==> src/rtl/cache_req_arbiter_if.sv <==
// Bundles the requester-side and cache-side buses of cache_req_arbiter.
// The slave modport is the arbiter's view; master is the environment's view.
interface cache_req_arbiter_if #(
    parameter int num_req_p       = 4,
    parameter int addr_width_p    = 32,
    parameter int data_width_p    = 32,
    parameter int load_id_width_p = 11,
    parameter int max_out_p       = 8
);
    localparam int cnt_w = $clog2(max_out_p + 1);

    // Requester side
    logic [num_req_p-1:0]                 req_v_i;
    logic [num_req_p-1:0]                 req_we_i;
    logic [num_req_p*addr_width_p-1:0]    req_addr_i;
    logic [num_req_p*data_width_p-1:0]    req_data_i;
    logic [num_req_p*load_id_width_p-1:0] req_load_id_i;
    logic [num_req_p-1:0]                 req_yumi_o;

    // Cache request side
    logic                       cache_v_o;
    logic                       cache_we_o;
    logic [addr_width_p-1:0]    cache_addr_o;
    logic [data_width_p-1:0]    cache_data_o;
    logic [load_id_width_p-1:0] cache_load_id_o;
    logic                       cache_ready_i;

    // Cache response side
    logic                       cache_resp_v_i;
    logic [data_width_p-1:0]    cache_resp_data_i;
    logic [load_id_width_p-1:0] cache_resp_load_id_i;
    logic                       cache_resp_yumi_o;

    // Routed responses
    logic [num_req_p-1:0]       resp_v_o;
    logic [data_width_p-1:0]    resp_data_o;
    logic [load_id_width_p-1:0] resp_load_id_o;
    logic [num_req_p-1:0]       resp_ready_i;

    // Status
    logic [cnt_w-1:0]           outstanding_o;
    logic                       error_o;

    modport slave (
        input  req_v_i, req_we_i, req_addr_i, req_data_i, req_load_id_i,
        output req_yumi_o,
        output cache_v_o, cache_we_o, cache_addr_o, cache_data_o, cache_load_id_o,
        input  cache_ready_i,
        input  cache_resp_v_i, cache_resp_data_i, cache_resp_load_id_i,
        output cache_resp_yumi_o,
        output resp_v_o, resp_data_o, resp_load_id_o,
        input  resp_ready_i,
        output outstanding_o, error_o
    );

    modport master (
        output req_v_i, req_we_i, req_addr_i, req_data_i, req_load_id_i,
        input  req_yumi_o,
        input  cache_v_o, cache_we_o, cache_addr_o, cache_data_o, cache_load_id_o,
        output cache_ready_i,
        output cache_resp_v_i, cache_resp_data_i, cache_resp_load_id_i,
        input  cache_resp_yumi_o,
        input  resp_v_o, resp_data_o, resp_load_id_o,
        output resp_ready_i,
        input  outstanding_o, error_o
    );
endinterface

==> src/rtl/cache_req_arbiter.sv <==
// Round-robin arbiter sharing one in-order cache port among num_req_p requesters;
// an ID FIFO of granted indices steers each in-order response back to its issuer.
module cache_req_arbiter #(
    parameter int num_req_p       = 4,
    parameter int addr_width_p    = 32,
    parameter int data_width_p    = 32,
    parameter int load_id_width_p = 11,
    parameter int max_out_p       = 8
) (
    input logic clk_i,
    input logic reset_i,
    cache_req_arbiter_if.slave bus
);
    localparam int idx_w = (num_req_p > 1) ? $clog2(num_req_p) : 1;
    localparam int ptr_w = (max_out_p > 1) ? $clog2(max_out_p) : 1;
    localparam int cnt_w = $clog2(max_out_p + 1);

    // Handshakes: a transfer happens in the cycle where valid and ready/yumi are
    // both high; valid never depends on the matching ready in the same cycle.

    logic [idx_w-1:0] last_q, last_d;
    logic [idx_w-1:0] fifo_mem_q [max_out_p];
    logic [idx_w-1:0] fifo_mem_d [max_out_p];
    logic [ptr_w-1:0] wr_ptr_q, wr_ptr_d;
    logic [ptr_w-1:0] rd_ptr_q, rd_ptr_d;
    logic [cnt_w-1:0] count_q, count_d;
    logic             error_q, error_d;

    logic [idx_w-1:0] winner;
    logic [idx_w-1:0] head;
    logic             full;
    logic             empty;
    logic             cache_v;
    logic             issue_fire;
    logic             resp_present;
    logic             resp_yumi;
    logic [num_req_p-1:0] yumi_vec;
    logic [num_req_p-1:0] resp_v_vec;

    // Scan downward so the nearest requester after last is assigned last and wins.
    function automatic logic [idx_w-1:0] rr_pick(input logic [num_req_p-1:0] v,
                                                 input logic [idx_w-1:0]     last);
        logic [idx_w-1:0] pick;
        int               idx;
        pick = '0;
        for (int k = num_req_p; k >= 1; k--) begin
            idx = (int'(last) + k) % num_req_p;
            if (v[idx]) pick = idx_w'(idx);
        end
        return pick;
    endfunction

    always_comb begin
        winner       = rr_pick(bus.req_v_i, last_q);
        full         = (count_q == cnt_w'(max_out_p));
        empty        = (count_q == '0);
        head         = fifo_mem_q[rd_ptr_q];
        cache_v      = ~reset_i & (|bus.req_v_i) & ~full;
        issue_fire   = cache_v & bus.cache_ready_i;
        resp_present = ~reset_i & bus.cache_resp_v_i & ~empty;
        resp_yumi    = resp_present & bus.resp_ready_i[head];
    end

    always_comb begin
        yumi_vec = '0;
        if (issue_fire) yumi_vec[winner] = 1'b1;
        resp_v_vec = '0;
        if (resp_present) resp_v_vec[head] = 1'b1;
    end

    always_comb begin
        last_d     = last_q;
        fifo_mem_d = fifo_mem_q;
        wr_ptr_d   = wr_ptr_q;
        rd_ptr_d   = rd_ptr_q;
        count_d    = count_q + cnt_w'(issue_fire) - cnt_w'(resp_yumi);
        error_d    = error_q | (~reset_i & bus.cache_resp_v_i & empty);
        if (issue_fire) begin
            last_d               = winner;
            fifo_mem_d[wr_ptr_q] = winner;
            wr_ptr_d = (wr_ptr_q == ptr_w'(max_out_p - 1)) ? '0 : wr_ptr_q + 1'b1;
        end
        if (resp_yumi) begin
            rd_ptr_d = (rd_ptr_q == ptr_w'(max_out_p - 1)) ? '0 : rd_ptr_q + 1'b1;
        end
    end

    always_ff @(posedge clk_i) begin
        if (reset_i) begin
            last_q   <= idx_w'(num_req_p - 1);
            wr_ptr_q <= '0;
            rd_ptr_q <= '0;
            count_q  <= '0;
            error_q  <= 1'b0;
        end else begin
            last_q   <= last_d;
            wr_ptr_q <= wr_ptr_d;
            rd_ptr_q <= rd_ptr_d;
            count_q  <= count_d;
            error_q  <= error_d;
        end
    end

    // Storage contents are qualified by the pointers, so no reset is needed here.
    always_ff @(posedge clk_i) begin
        fifo_mem_q <= fifo_mem_d;
    end

    always_comb begin
        bus.req_yumi_o        = yumi_vec;
        bus.cache_v_o         = cache_v;
        bus.cache_we_o        = bus.req_we_i[winner];
        bus.cache_addr_o      = bus.req_addr_i[winner*addr_width_p +: addr_width_p];
        bus.cache_data_o      = bus.req_data_i[winner*data_width_p +: data_width_p];
        bus.cache_load_id_o   = bus.req_load_id_i[winner*load_id_width_p +: load_id_width_p];
        bus.cache_resp_yumi_o = resp_yumi;
        bus.resp_v_o          = resp_v_vec;
        bus.resp_data_o       = bus.cache_resp_data_i;
        bus.resp_load_id_o    = bus.cache_resp_load_id_i;
        bus.outstanding_o     = count_q;
        bus.error_o           = error_q;
    end
endmodule

==> src/flat_wrapper.sv <==
// flat-port wrapper written by rule: the top's interface ports become plain ports
module cache_req_arbiter_flat 
#(
    parameter int num_req_p       = 4,
    parameter int addr_width_p    = 32,
    parameter int data_width_p    = 32,
    parameter int load_id_width_p = 11,
    parameter int max_out_p       = 8
)
  (clk_i, reset_i, bus_req_v_i, bus_req_we_i, bus_req_addr_i, bus_req_data_i, bus_req_load_id_i, bus_req_yumi_o, bus_cache_v_o, bus_cache_we_o, bus_cache_addr_o, bus_cache_data_o, bus_cache_load_id_o, bus_cache_ready_i, bus_cache_resp_v_i, bus_cache_resp_data_i, bus_cache_resp_load_id_i, bus_cache_resp_yumi_o, bus_resp_v_o, bus_resp_data_o, bus_resp_load_id_o, bus_resp_ready_i, bus_outstanding_o, bus_error_o);
  cache_req_arbiter_if #(.num_req_p(num_req_p), .addr_width_p(addr_width_p), .data_width_p(data_width_p), .load_id_width_p(load_id_width_p), .max_out_p(max_out_p)) bus_i ();
  input logic clk_i;
  input logic reset_i;
  input wire logic [$bits(bus_i.req_v_i)-1:0] bus_req_v_i;
  input wire logic [$bits(bus_i.req_we_i)-1:0] bus_req_we_i;
  input wire logic [$bits(bus_i.req_addr_i)-1:0] bus_req_addr_i;
  input wire logic [$bits(bus_i.req_data_i)-1:0] bus_req_data_i;
  input wire logic [$bits(bus_i.req_load_id_i)-1:0] bus_req_load_id_i;
  output wire logic [$bits(bus_i.req_yumi_o)-1:0] bus_req_yumi_o;
  output wire logic [$bits(bus_i.cache_v_o)-1:0] bus_cache_v_o;
  output wire logic [$bits(bus_i.cache_we_o)-1:0] bus_cache_we_o;
  output wire logic [$bits(bus_i.cache_addr_o)-1:0] bus_cache_addr_o;
  output wire logic [$bits(bus_i.cache_data_o)-1:0] bus_cache_data_o;
  output wire logic [$bits(bus_i.cache_load_id_o)-1:0] bus_cache_load_id_o;
  input wire logic [$bits(bus_i.cache_ready_i)-1:0] bus_cache_ready_i;
  input wire logic [$bits(bus_i.cache_resp_v_i)-1:0] bus_cache_resp_v_i;
  input wire logic [$bits(bus_i.cache_resp_data_i)-1:0] bus_cache_resp_data_i;
  input wire logic [$bits(bus_i.cache_resp_load_id_i)-1:0] bus_cache_resp_load_id_i;
  output wire logic [$bits(bus_i.cache_resp_yumi_o)-1:0] bus_cache_resp_yumi_o;
  output wire logic [$bits(bus_i.resp_v_o)-1:0] bus_resp_v_o;
  output wire logic [$bits(bus_i.resp_data_o)-1:0] bus_resp_data_o;
  output wire logic [$bits(bus_i.resp_load_id_o)-1:0] bus_resp_load_id_o;
  input wire logic [$bits(bus_i.resp_ready_i)-1:0] bus_resp_ready_i;
  output wire logic [$bits(bus_i.outstanding_o)-1:0] bus_outstanding_o;
  output wire logic [$bits(bus_i.error_o)-1:0] bus_error_o;
  assign bus_i.req_v_i = bus_req_v_i;
  assign bus_i.req_we_i = bus_req_we_i;
  assign bus_i.req_addr_i = bus_req_addr_i;
  assign bus_i.req_data_i = bus_req_data_i;
  assign bus_i.req_load_id_i = bus_req_load_id_i;
  assign bus_req_yumi_o = bus_i.req_yumi_o;
  assign bus_cache_v_o = bus_i.cache_v_o;
  assign bus_cache_we_o = bus_i.cache_we_o;
  assign bus_cache_addr_o = bus_i.cache_addr_o;
  assign bus_cache_data_o = bus_i.cache_data_o;
  assign bus_cache_load_id_o = bus_i.cache_load_id_o;
  assign bus_i.cache_ready_i = bus_cache_ready_i;
  assign bus_i.cache_resp_v_i = bus_cache_resp_v_i;
  assign bus_i.cache_resp_data_i = bus_cache_resp_data_i;
  assign bus_i.cache_resp_load_id_i = bus_cache_resp_load_id_i;
  assign bus_cache_resp_yumi_o = bus_i.cache_resp_yumi_o;
  assign bus_resp_v_o = bus_i.resp_v_o;
  assign bus_resp_data_o = bus_i.resp_data_o;
  assign bus_resp_load_id_o = bus_i.resp_load_id_o;
  assign bus_i.resp_ready_i = bus_resp_ready_i;
  assign bus_outstanding_o = bus_i.outstanding_o;
  assign bus_error_o = bus_i.error_o;
  cache_req_arbiter #(.num_req_p(num_req_p), .addr_width_p(addr_width_p), .data_width_p(data_width_p), .load_id_width_p(load_id_width_p), .max_out_p(max_out_p)) u_core (.clk_i(clk_i), .reset_i(reset_i), .bus(bus_i));
endmodule
==> config.mk <==
export PLATFORM = sky130hd
export DESIGN_NAME = cache_req_arbiter_flat
export DESIGN_NICKNAME = d
export VERILOG_FILES = /design/src/rtl/cache_req_arbiter_if.sv /design/src/rtl/cache_req_arbiter.sv /design/src/flat_wrapper.sv
export SDC_FILE = /design/constraint.sdc
export NUM_CORES = 1
export LEC_CHECK = 0
export CAP_MARGIN = 40
export CORE_AREA = 2 2 193 195
export DETAILED_ROUTE_END_ITERATION = 10
export DIE_AREA = 0 0 195 197
export DONT_BUFFER_PORTS = 1
export PLACE_DENSITY_LB_ADDON = 0.05
export SYNTH_ARGS = -nofsm -noshare
export SYNTH_HDL_FRONTEND = slang
export SYNTH_SLANG_ARGS = --single-unit
export TNS_END_PERCENT = 10
==> constraint.sdc <==
create_clock -name clk_i -period 4.1 [get_ports clk_i]
set_clock_uncertainty 0.2 [all_clocks]
set_input_delay 1.025 -clock clk_i [delete_from_list [all_inputs] [get_ports clk_i]]
set_output_delay 1.025 -clock clk_i [all_outputs]
set_load 0.005 [all_outputs]
==> metrics.cfg, run 1 <==
[cells_and_area]
nets=761
fin_area_um2=4760
n_fill_cell=4169
final_layout_size_suffix_gt1_share_pct=9.95
diodes=0
area_growth_pct=12.8

[timing]
fin_crit_sh_pct=92.6
fin_ws_ps=305
max_freq_mhz=264
setup_violations=0
finalHoldViolCount=0
finalMaxSlewViolations=0
timing.setup.tns_ps=0
rsz0062_at_grt=no
slew-limit-headroom_pct=64.7
hold_ws_ps=320
tightest_slew_ps=530
timing.final.crit_period_ps=3790

[die]
rows=70
core_area_um2=36300
floorplan.initialDensity_pct=11.6
dieWidth_um=195
die-area_um2=38400
die_y_um=197
io-pin-count=493

[clock_network]
cts_hold_buf=0
postCtsSetupBuffers=0
cts_root_buf=clkbuf_16
cts_buffers=5
cts-resized-gates=0
clk_pin_slew_ps=50
clockBufferDepth=2
htreeDepth=2
insertion_delay_ps=270
cts_tree=built
cts_sinks=29

[synth]
avgSynthCellArea_um2=9.73
synth.distinct_cells=37
synth_top_area_share_pct=55.2
async_flop_share_pct=0
synthFlopType=edfxtp_1
yosysWarningCount=0
synth_fp_nets=804
synth.top_cells.by_area=mux2i_1 (55%), edfxtp_1 (11%), buf_4 (7.6%)
yosysMostFrequentCell=mux2i_1
netlist_instances=434
synthesis.area_um2=4220
ys_ff_latch=29
ys_top_cells_by_count=mux2i_1 (233), buf_4 (43), edfxtp_1 (16)
ys_seq_area_share_pct=17.5
synth-edff-count=16
synth_area_leader_cell=mux2i_1

[critical_path]
crit_top_cell=mux2i_1
crit_slowest_cell=buf_4
worstPathMaxFanout=45
start_kind=primary input
path_cells=a21oi_1 -> a31oi_1 -> a21oi_4 -> buf_12 -> buf_4 -> mux2i_1 -> mux2i_1
end_kind=output pin
critPathTopFamily=buffers and inverters
worstPathArrival_ps=2570
cpPeakStageDelay_ps=310
path_buf_inv=2
critical_path_required_ps=2870
path_class=in -> out

[global_routing]
grt_overflow_total=0
grt_max_degree=46
grt_pass1_wl_mm=24.5
antenna_found_initial=0
grt_pass1_vias=3597
grtUsageTotal_pct=8.53

[drt]
wl_mm=17.9
ant_nets=0
drt_iter0_markers=62
dr.pass1.iters=7
wire_per_inst_um=20.8
routed-via-count=3193
via_per_inst=3.71
drc=1

[placed_design]
dpl_cell_area_um2=4620
preCtsSetupSlack_ps=306
dpl.hpwl_mm=15.6
gp_congestion=0.718
port_buffers=0

[flow_run]
drv_cap=0

[outcome]
violations=design-rule violations
outcome=finished, violations left

[power]
p_per_area_nw_per_um2=342
power_leakage_nw=1.82
peakVddDrop_mv=0.149

[hold_path]
min_path_type=reg -> reg

[state kept, by name, summed over array words and instances, names as in the netlist]
register                  cells
u_core.wr_ptr_q               3
u_core.last_q                 2
u_core.bus.error_o            1
u_core.rd_ptr_q               3
u_core.bus.outstanding_o      4
u_core.fifo_mem_q            16
[routing by layer]
layer	up-vias	GRT usage, %	wire length (µm)
li1	1462	-	-
met1	1511	8.32	5920
met2	215	17.5	10400
met3	5	3.13	1560
met4	0	0.792	25
met5	-	0	0
[path summary, 6_finish.rpt]
kind                                         start                     endpoint  slack, ps  cells past startpoint
worst max-delay path                bus_req_v_i[0]          bus_cache_data_o[6]        310                      7
worst min-delay path            u_core.bus.error_o           u_core.bus.error_o        320                      2
worst max register to register  u_core.rd_ptr_q[0]  u_core.bus.outstanding_o[2]        620                     12
worst min register to register  u_core.bus.error_o           u_core.bus.error_o        320                      2
[cells by family (layout without fill, tap and decap cells)]
kind of cell / count (synthesis) / in the layout / synth area share, %
AO/OA/AOI/OAI: 19 / 19 / 2.90
XOR/XNOR: 2 / 2 / 0.415
adder cells (fa/ha/maj): 11 / 11 / 3.44
buffers and inverters: 84 / 42 / 11.8
flip-flops: 29 / 29 / 17.5
multiplexers: 239 / 239 / 58.1
AND/OR/NAND/NOR: 50 / 50 / 5.81
[metrics by stage]
stage               instances  util, %  total power, W
CTS                       860     13.1         0.00168
global route              860     13.1         0.00176
detailed placement        852     12.7         0.00131
finish                    860     13.1         0.00163
floorplan                 434        -         0.00108
global placement          852     12.7         0.00131
[where the power goes]
part / switching (W) / total (W) / internal [W]
registers: 0.0000324 / 0.000372 / 0.000339
clock network: 0.000136 / 0.000359 / 0.000222
logic: 0.000485 / 0.000900 / 0.000415
[worst min-delay path: cells and delay by family (launching register included)]
| kind | cells | cell delay [ps] |
|---|---|---|
| AO/OA/AOI/OAI | 1 | 50 |
| AND/OR/NAND/NOR | 1 | 80 |
| flip-flops | 1 | 360 |
[cells in the final DEF (no fill, tap or decap), types with 2 or more instances in the layout]
cell,n
mux2_4,2
dfxtp_1,13
nor3_1,6
nor2_1,13
ha_1,10
a41o_1,2
a31oi_1,2
and3_1,3
buf_4,17
clkinv_1,2
nand2b_1,5
clkbuf_16,5
inv_1,10
nor2b_1,3
buf_12,6
a21oi_1,8
mux2i_1,233
mux4_2,4
nand2_1,14
edfxtp_1,16
[final cells by class]
class	instances	area, µm²	area share, %
Timing Repair Buffer	23	248	5.20
Tap cell	468	586	12.3
Multi-Input combinational cell	321	3010	63.1
Clock inverter	3	17.5	0.368
Sequential cell	29	741	15.6
Inverter	11	41.3	0.867
Clock buffer	5	125	2.63
(Power assumes the default switching activity.)
==> run 2, diff against run 1 <==
Settings changed: CORE_AREA 2 2 193 195 to 3 3 189 191, DIE_AREA 0 0 195 197 to 0 0 192 194.
==> run 2 against run 1 <==
Effect of this change:
- the run now ends clean
- first-iteration DRC count up 6.5%
- clock-buffer cell count unchanged
- worst hold slack got worse by 11 ps
- wire length up 5.1%
- core utilization rose by 0.88 points
- clock power increased by 3%
- critical path depth fell by 1
- global-route usage increased by 0.94 points
- combinational power is 2% higher
- total power up 1.8%
- register-to-register slack lost 30 ps
==> metrics.cfg, run 2 (synthesized netlist as in run 1, its figures left out) <==
[cells_and_area]
regMostFlops=u_core.fifo_mem_q
fin_util_pct=14.0  ; +0.88 points
final_cell_mix=mux2i_1 (233), buf_4 (21), edfxtp_1 (16), nand2_1 (14)
layout_commonest_cell=mux2i_1
nets=766  ; +0.66%
area_growth_pct=13.8
largest_reg_flops=16  ; unchanged
final_layout_size_suffix_gt1_share_pct=11.3  ; +1.4 points

[power]
seqPwrFrac_pct=22.3  ; -0.5 points
peakVddDrop_mv=0.120  ; -19%
p_sw_w=0.000668  ; +2.2%
p_comb_share_pct=55.3  ; about the same
p_clk_share_pct=22.4  ; +0.4 points
internal-power_w=0.000992  ; +1.5%
p_total_w=0.00166  ; +1.8%
power_leakage_nw=1.84  ; +1.1%
p_sw_share_pct=40.3  ; +0.16 points
p_per_area_nw_per_um2=345  ; +0.91%

[timing]
setup_violations=0  ; unchanged
fin_ws_ps=421  ; +116 ps
finalMaxSlewViolations=0  ; unchanged
fin_crit_sh_pct=89.7  ; -2.8 points
timing.final.crit_period_ps=3680  ; -116 ps
slew-limit-headroom_pct=67.2  ; +2.5 points
timing.setup.tns_ps=0  ; unchanged
tightest_slew_ps=488  ; -41.3 ps
max_freq_mhz=272  ; +3.1%
rsz0062_at_grt=no
finalHoldViolCount=0  ; unchanged

[outcome]
outcome=completed

[drt]
dr.pass1.iters=4  ; -3
wl_mm=18.8  ; +5.1%
drc=0  ; -1
wire_per_inst_um=22.1  ; +6.0%
ant_nets=0  ; unchanged
via_per_inst=3.78  ; +1.7%
drt_iter0_markers=66  ; +6.5%
routed-via-count=3221  ; +0.88%

[die]
floorplan.initialDensity_pct=12.3  ; +0.67 points
die_y_um=194  ; -1.5%
core_area_um2=34300  ; -5.4%
dieWidth_um=192  ; -1.5%
io-pin-count=493  ; unchanged
rows=68  ; -2.9%
die-area_um2=37200  ; -3.0%

[clock_network]
htreeDepth=2  ; unchanged
cts_sinks=29  ; unchanged
cts-resized-gates=0  ; unchanged
cts_root_buf=clkbuf_16
cts_hold_buf=0  ; unchanged
insertion_delay_ps=280  ; about the same
cts_tree=built
cts_buffers=5  ; unchanged
clockBufferDepth=2  ; unchanged
postCtsSetupBuffers=0  ; unchanged
clk_pin_slew_ps=50  ; about the same

[critical_path]
path_class=in -> out
start_kind=primary input
cpPeakStageDelay_ps=330  ; +20 ps
crit_slowest_cell=mux2i_1
worstPathMaxFanout=36  ; -20%
end_kind=output pin
critical_path_required_ps=2870  ; about the same
path_cells=nand2b_1 -> a21boi_0 -> o21ai_4 -> buf_12 -> buf_4 -> mux2i_1
worstPathArrival_ps=2450  ; -120 ps

[global_routing]
grt_max_degree=42  ; -8.7%
antenna_found_initial=1  ; +1
grt_overflow_total=0  ; unchanged
grt_pass1_wl_mm=26.3  ; +7.4%
grt_pass1_vias=3699  ; +2.8%
grtUsageTotal_pct=9.46  ; +0.94 points

[placed_design]
dpl.hpwl_mm=16.7  ; +6.8%
port_buffers=0  ; unchanged
preCtsSetupSlack_ps=374  ; +68.3 ps
gp_congestion=0.719  ; about the same

[flow_run]
drv_cap=0  ; unchanged

[hold_path]
min_path_type=reg -> reg

==> run 2: changes by cell type in the layout (fill, tap and decap cells not counted), sizes merged <==
cell      change
clkinv        -3
buf           +5
diode         +1
clkinvlp      +3
==> run 2: area by class of cell <==
class                           count  area (µm²)
Antenna cell                        1        2.50
Tap cell                          455         569
Clock buffer                        5         125
Clock inverter                      3        22.5
Timing Repair Buffer               28         298
Inverter                           11        41.3
Fill cell                        3901       29500
Sequential cell                    29         741
Multi-Input combinational cell    321        3010
==> run 2: power groups by stage <==
stage               Combinational [W]  Sequential (W)  Clock, W
floorplan                    0.000717        0.000365         0
global placement             0.000953        0.000381         0
detailed placement           0.000949        0.000380         0
CTS                          0.000953        0.000374  0.000390
global route                  0.00102        0.000377  0.000400
finish                       0.000918        0.000371  0.000371
==> run 2: final timing paths <==
check                                        start                           to  slack [ps]  cells after the start
worst max-delay path                bus_req_v_i[2]          bus_cache_data_o[2]         420                      6
worst min-delay path            u_core.bus.error_o           u_core.bus.error_o         310                      2
worst max register to register  u_core.rd_ptr_q[0]  u_core.bus.outstanding_o[2]         590                     12
worst min register to register  u_core.bus.error_o           u_core.bus.error_o         310                      2
==> run 2: routing by layer <==
| layer | routed length (µm) | vias up | track usage, % |
|---|---|---|---|
| met5 | 0 | - | 0 |
| met1 | 6040 | 1525 | 9.27 |
| met4 | 161 | 0 | 1.48 |
| met3 | 1940 | 8 | 3.87 |
| li1 | - | 1477 | - |
| met2 | 10700 | 211 | 18.6 |
==> run 2: worst max-delay path: cells and delay by family <==
kind	cells	cell delay [ps]
and+or+nand+nor	1	130
buffers and inverters	2	530
AOI/OAI and AO/OA	2	380
muxes	1	330
==> run 2: metrics by stage <==
stage               hold WS (ps)  cells  cell area [µm²]
global route                 381    853             4800
finish                       309    853             4800
global placement             306    844             4650
floorplan                    261    434             4220
detailed placement           308    844             4650
CTS                          321    852             4800
